--- src/rtl/score_display.sv ---
// score_display: BCD conversion of step/time counters onto a blinking, zero-blanked 8-digit scanned display
module score_display #(
   parameter int SCAN_DIV = 100000,
   parameter int BLINK_DIV = 500
) (
   input  logic       clk_d,
   input  logic       rst,
   input  logic [1:0] game_status,
   input  logic [7:0] step_number,
   input  logic [7:0] game_time,
   output logic [7:0] seg,
   output logic [7:0] an
);
   localparam int SW = $clog2(SCAN_DIV + 1);
   localparam int BW = $clog2(BLINK_DIV + 1);
   typedef enum logic [1:0] {IDLE, LOAD, SHIFT, DONE} state_t;
   state_t state;
   logic sel, tick, tick_q, phase, won, dark, show;
   logic [7:0] bin, st, glyph;
   logic [11:0] bcd, adj, step_bcd, time_bcd, fld;
   logic [2:0] it, idx, sh;
   logic [1:0] pos;
   logic [3:0] nib;
   logic [SW-1:0] scan_cnt;
   logic [BW-1:0] blink_cnt;
   function automatic logic [7:0] digit7(input logic [3:0] d);
      case (d)
         4'd0: digit7 = 8'h3F;
         4'd1: digit7 = 8'h06;
         4'd2: digit7 = 8'h5B;
         4'd3: digit7 = 8'h4F;
         4'd4: digit7 = 8'h66;
         4'd5: digit7 = 8'h6D;
         4'd6: digit7 = 8'h7D;
         4'd7: digit7 = 8'h07;
         4'd8: digit7 = 8'h7F;
         4'd9: digit7 = 8'h6F;
         default: digit7 = 8'h00;
      endcase
   endfunction
   always_comb begin
      adj = {bcd[11:8] >= 4'd5 ? bcd[11:8] + 4'd3 : bcd[11:8],
             bcd[7:4]  >= 4'd5 ? bcd[7:4]  + 4'd3 : bcd[7:4],
             bcd[3:0]  >= 4'd5 ? bcd[3:0]  + 4'd3 : bcd[3:0]};
      tick = scan_cnt == SW'(SCAN_DIV - 1);
      won = game_status == 2'b11;
      dark = won && phase;
      sh = tick_q ? idx : idx - 3'd1;
      pos = sh[2] ? sh[1:0] - 2'd1 : sh[1:0];
      fld = sh[2] ? step_bcd : time_bcd;
      nib = pos == 2'd2 ? fld[11:8] : pos == 2'd1 ? fld[7:4] : fld[3:0];
      show = !dark && (pos == 2'd0 || (pos == 2'd1 && fld[11:4] != 8'd0) || (pos == 2'd2 && fld[11:8] != 4'd0));
      st = game_status == 2'b00 ? 8'h39 : game_status == 2'b01 ? 8'h73 : game_status == 2'b10 ? 8'h40 : 8'h76;
      glyph = sh == 3'd4 ? st : sh == 3'd3 ? 8'h00 : show ? digit7(nib) : 8'h00;
   end
   always_ff @(posedge clk_d) begin
      if (rst) begin
         state <= IDLE;
         sel <= 1'b0;
         bin <= 8'd0;
         bcd <= 12'd0;
         it <= 3'd0;
         step_bcd <= 12'd0;
         time_bcd <= 12'd0;
      end else begin
         case (state)
            IDLE: state <= LOAD;
            LOAD: begin
               bin <= sel ? game_time : step_number;
               bcd <= 12'd0;
               it <= 3'd0;
               state <= SHIFT;
            end
            SHIFT: begin
               {bcd, bin} <= {adj[10:0], bin, 1'b0};
               it <= it + 3'd1;
               if (it == 3'd7) state <= DONE;
            end
            DONE: begin
               if (sel) time_bcd <= bcd;
               else step_bcd <= bcd;
               sel <= ~sel;
               state <= IDLE;
            end
            default: state <= IDLE;
         endcase
      end
   end
   always_ff @(posedge clk_d) begin
      if (rst) begin
         scan_cnt <= '0;
         tick_q <= 1'b0;
         idx <= 3'd0;
         an <= 8'd0;
         seg <= 8'd0;
         blink_cnt <= '0;
         phase <= 1'b0;
      end else begin
         scan_cnt <= tick ? '0 : scan_cnt + SW'(1);
         tick_q <= tick;
         if (tick_q) begin
            idx <= idx + 3'd1;
            an <= 8'd1 << idx;
         end
         seg <= (tick_q || an != 8'd0) ? glyph : 8'h00;
         if (!won) begin
            blink_cnt <= '0;
            phase <= 1'b0;
         end else if (tick) begin
            blink_cnt <= blink_cnt == BW'(BLINK_DIV - 1) ? '0 : blink_cnt + BW'(1);
            if (blink_cnt == BW'(BLINK_DIV - 1)) phase <= ~phase;
         end
      end
   end
endmodule

--- config.mk ---
export PLATFORM = sky130hd
export DESIGN_NAME = score_display
export DESIGN_NICKNAME = d
export VERILOG_FILES = /design/src/rtl/score_display.sv
export SDC_FILE = /design/constraint.sdc
export NUM_CORES = 1
export LEC_CHECK = 0
export ABC_AREA = 1
export CORE_ASPECT_RATIO = 0.9
export CORE_MARGIN = 1
export CORE_UTILIZATION = 45
export DETAILED_ROUTE_END_ITERATION = 16
export PLACE_DENSITY = 0.73
export SYNTH_ARGS = -nofsm -noshare
export SYNTH_HDL_FRONTEND = slang
export SYNTH_SLANG_ARGS = --single-unit
export TNS_END_PERCENT = 100
--- constraint.sdc ---
create_clock -name clk_d -period 4.2 [get_ports clk_d]
set_input_delay 0.63 -clock clk_d [delete_from_list [all_inputs] [get_ports clk_d]]
set_output_delay 0.63 -clock clk_d [all_outputs]
set_load 0.1 [all_outputs]
* After elaboration in Yosys (flattened, before gate mapping)
Memory sizes are Yosys's and may differ from the RTL's.
Index checks and enable logic that the tools add are counted.
** Storage, ports and cells
- Flip-flop bits (word level) :: 97
- Word-level logic and storage cells :: 88
- Input port bits :: 20
- ROM bits :: 112
- Memories :: 1
** Operators by class
- Order comparisons :: 3
- Bitwise operators :: 4
- Shifts and indexed selects :: 1
- $add $sub $neg :: 9
- Reduce and logical (&&, ||, !) cells :: 21
- Equality and inequality tests :: 14
- Multiplexer cells :: 21
** Memory list
- (name not given) :: depth 16, bits a word 7, read ports 1, clocked after Yosys merged registers in 0, write ports 0, RTL line 27 : case (d)
** Operators with widths (count)
- $mux 8 :: 4
- $pmux 12 s2 :: 1
- $add 17x1->17 const B :: 1
- $eq 17x17->1 const B :: 1
- $mux 4 :: 4
- $pmux 8 s2 :: 1
- $reduce_bool 8->1 :: 2
- $ge 4x3->1 const B :: 3
- $mux 12 :: 1
- $mux 6 :: 2
- $eq 2x2->1 const B :: 5
- $add 9x1->9 const B :: 1
- $eq 9x9->1 const B :: 1
- $mux 9 :: 1
- $add 4x2->4 const B :: 2
- $pmux 2 s4 :: 1
- $shl 1x3->8 const A :: 1
- $mux 7 :: 1
- $add 3x1->3 const B :: 2
- $eq 2x1->1 const B :: 3
- $eq 3x3->1 const B :: 2
- $logic_not 2->1 :: 3
- $mux 3 :: 2
- $pmux 3 s2 :: 1
- other kinds (14) :: 27

* Longest topological paths before layout
- Word-level depth :: 12
- Mapped depth :: 19
- Depth with buffers taken out :: 19

* Least setup slack after synthesis
No wires, ideal clock.
- Path kind :: register to register
- From :: reg idx[0]
- To :: reg seg[1]
- Cell stages (with the launch flop) :: 17
- Setup time :: 0.120 ns
- Path slack :: 1.465 ns
- Path buffers :: 0
- Clock period less this slack :: 2.735 ns
- Arrival time :: 2.615 ns
- Cell sequence :: dfxtp_1 -> inv_1 -> ha_1 -> nand2_1 -> o21ai_1 -> inv_1 -> ha_1 -> nand3_2 -> nand2_2 -> nor2_2 -> nand2_1 -> nand2_1 -> inv_1 -> ha_1 -> or2_1 -> nand2_1 -> a21oi_1
** On the way
- Word-level cells in the longest chain between the ends :: 12
** Ends and longest elaborated chain
- start, declared :: RTL line 21 : logic [2:0] it, idx, sh;
- start signal, assigned :: RTL line 102 : idx <= idx + 3'd1;
- $sub 3x1->3 :: RTL line 48 : sh = tick_q ? idx : idx - 3'd1;
- $mux 3 * :: RTL line 48
- parallel branches: the longest is 9 deep, another holds $mem_v2 16x7
- $mux 8 * :: RTL line 54 : glyph = sh == 3'd4 ? st : sh == 3'd3 ? 8'h00 : show ? digit7(nib) : 8'h00;
- end signal, assigned :: RTL line 105 : seg <= (tick_q || an != 8'd0) ? glyph : 8'h00;
- end, declared :: RTL line 11 : output logic [7:0] seg,
Every way passes the cells marked *.
A chain may end at the register's enable or synchronous reset.

* Final worst setup path
- From :: reg tick_q
- To :: reg seg[1]
** On the way
- Word-level cells in the longest chain between the ends :: 11
** Ends and longest elaborated chain
- start, declared :: RTL line 18 : logic sel, tick, tick_q, phase, won, dark, show;
- start signal, assigned :: RTL line 100 : tick_q <= tick;
- parallel branches: the longest is 11 deep, another holds $mem_v2 16x7
Several ways; the timed one is not identified.

==> flow_metrics.py <==
metrics = {
    "timing": {
        "slew_violations": 0,
        "fin_crit_ns": 3.22,
        "max_slew_margin": 0.318,
        "clock_skew_ns": 0.00679,
        "worst_pin_slew_ns": 1.02,
        "fin_setup_tns_ns": 0,
        "fmax_mhz": 310,
        "holdWs_ns": 0.445,
        "fin_crit_sh": 0.767,
        "setup_viol": 0,
        "hold_viol_final": 0,
        "grt_setup_unrepaired": "no",
        "worst_slack_ns": 0.977,
    },
    "pwr": {
        "clkPwrFrac": 0.359,
        "comb_power_share": 0.214,
        "p_sw_uw": 724,
        "peakVddDrop_uv": 264,
        "leakagePower_uw": 0.00220,
        "sw_frac_of_total": 0.298,
        "power_density_nw_per_um2": 427,
        "p_int_uw": 1700,
        "pwr-share-seq": 0.428,
    },
    "drt": {
        "first_pass_iters": 5,
        "viasPerCell": 5.26,
        "drc": 0,
        "first_iter_violations": 190,
        "num_vias": 4438,
        "wl_per_cell_um": 12.7,
        "wl_um": 10700,
        "final_antenna_net_count": 0,
    },
    "floorplanning": {
        "dieArea_um2": 11400,
        "fp.dieW_um": 112,
        "start_util": 0.472,
        "io_pins": 36,
        "die_h_um": 101,
        "row_count": 35,
        "core_um2": 10500,
    },
    "global_route": {
        "grt_pass1_vias": 4239,
        "antenna_found_initial": 0,
        "overflow": 0,
        "grtUsageTotal": 0.200,
        "grt_pass1_wl_um": 18600,
        "grt_start_max_net_pins": 30,
    },
    "logic_synthesis": {
        "syn_avg_cell_area_um2": 7.25,
        "synth_area_um2": 4940,
        "syn_inst": 681,
        "synth_fp_nets": 727,
        "synth_seq_cells": 96,
        "ys_seq_area_frac": 0.389,
        "ys_types": 41,
        "yosys_warnings": 0,
    },
    "clock_network": {
        "cts-hold-fix-buffers": 0,
        "clockBufferDepth": 2,
        "postCtsSetupBuffers": 0,
        "clk-insertion-delay-late_ns": 0.34,
        "cts_resized": 0,
        "htreeDepth": 3,
        "clock_sinks": 96,
        "cts_root_buffer": "clkbuf_16",
        "cts_made_buffers": 9,
        "clk_pin_slew_ns": 0.06,
        "cts_tree": "built",
    },
    "finish": {
        "layout_commonest_cell": "nand2_1",
        "insertedDiodeCount": 0,
        "final_cell_mix": "nand2_1, dfxtp_1, inv_1, a21oi_1, o21ai_0",
        "fin_area_um2": 5680,
        "area_growth_pct": 15.1,
        "drive_gt1_frac": 0.0700,
        "fin_util": 0.543,
        "final_nets": 755,
    },
    "outcome": {
        "run_status": "complete, no violations",
    },
    "place": {
        "post-dp-hpwl_um": 7950,
        "placed_cell_area_um2": 5360,
        "place.gp.congestion": 0.831,
        "dp_slack_ns": 1.03,
        "io_buffers": 34,
    },
    "worst_hold_path": {
        "min_path_type": "reg2reg",
    },
    "setup_path": {
        "start_kind": "flop",
        "crit_arrival_ns": 3.45,
        "cp-end-kind": "flop",
        "critPathRequiredTime_ns": 4.43,
        "path_max_fanout": 14,
        "crit_type": "reg2reg",
    },
    "job": {
        "drv_cap": 0,
    },
}
[through the flow]
step	total power [uW]	std cells
after global placement	1550	827
after CTS	2450	843
after detailed placement	1570	827
after floorplan	1450	681
after global routing	2570	843
final	2430	843
[logic make-up (layout without fill, tap and decap cells)]
logic type | count (synthesis) | in the layout | synth area share
fa+ha+maj | 26 | 26 | 0.0659
flops | 96 | 96 | 0.389
other cells | 1 | 1 | 0.000760
buf+inv | 99 | 132 | 0.0783
simple gates | 288 | 288 | 0.273
xor+xnor | 6 | 6 | 0.0137
compound gates | 165 | 165 | 0.179
[state kept, by name, summed over array words and instances, names as in the netlist, 3 cells and up]
name and cells:
an 8, bcd 12, bin 8, blink_cnt 9, idx 3, it 3
scan_cnt 17, seg 7, step_bcd 12, time_bcd 12
[worst paths after layout]
path | to | slack [ns] | from | depth (start not counted)
hold reg to reg | scan_cnt[0] | 0.44 | scan_cnt[0] | 1
setup reg to reg | seg[1] | 0.98 | tick_q | 14
hold / removal | scan_cnt[0] | 0.44 | scan_cnt[0] | 1
setup / recovery | seg[1] | 0.98 | tick_q | 14
[area by class of cell]
cell class	count	area (um^2)
Fill cell	981	4780
Tap cell	129	161
Clock inverter	6	90.1
Multi-Input combinational cell	486	2630
Clock buffer	10	229
Sequential cell	96	1920
Timing Repair Buffer	35	348
Inverter	81	304
[per-layer routing]
layer  vias to the layer above  global-route usage  wire, um
li1                       2313                   -         -
met1                      2042               0.244      5060
met2                        70               0.351      5110
met3                        13              0.0401       361
met4                         0              0.0800       138
met5                         -                   0         0
[power groups by stage]
stage	clock (uW)	sequential (uW)	combinational, uW
after floorplan	0	1040	411
after global placement	0	1050	502
after detailed placement	0	1060	519
after CTS	889	1040	521
after global routing	930	1050	598
final	870	1040	519
[critical path: stages (launching register included)]
cell and delay, ns:
dfxtp_1 0.66, inv_1 0.33, o21ai_1 0.33, inv_1 0.10
ha_1 0.32, nand3_2 0.09, nand2_2 0.12, nor2_2 0.20
nand2_1 0.07, nand2_1 0.11, inv_1 0.10, ha_1 0.32
or2_1 0.23, nand2_1 0.07, a21oi_1 0.06
[cells in the mapped netlist, drive strengths merged]
library cell | instances | area, um^2
conb | 1 | 3.75
dfxtp | 96 | 1920
nor2 | 50 | 215
o311ai | 1 | 8.76
a31oi | 10 | 62.6
o21a | 10 | 75.1
nand4 | 9 | 56.3
o211ai | 2 | 15.0
inv | 78 | 293
nor3b | 4 | 30.0
a211oi | 1 | 7.51
nor4 | 3 | 25.0
or2 | 3 | 18.8
o21ai | 64 | 320
nor3 | 14 | 75.1
o21bai | 2 | 15.0
clkbuf | 15 | 56.3
ha | 26 | 325
clkinv | 3 | 11.3
buf | 3 | 26.3
xnor2 | 2 | 25.0
a21oi | 75 | 379
nand3 | 55 | 313
and3 | 1 | 6.26
nand2 | 149 | 609
xor2 | 4 | 42.6
No activity file was read; power rests on OpenSTA's default activity.
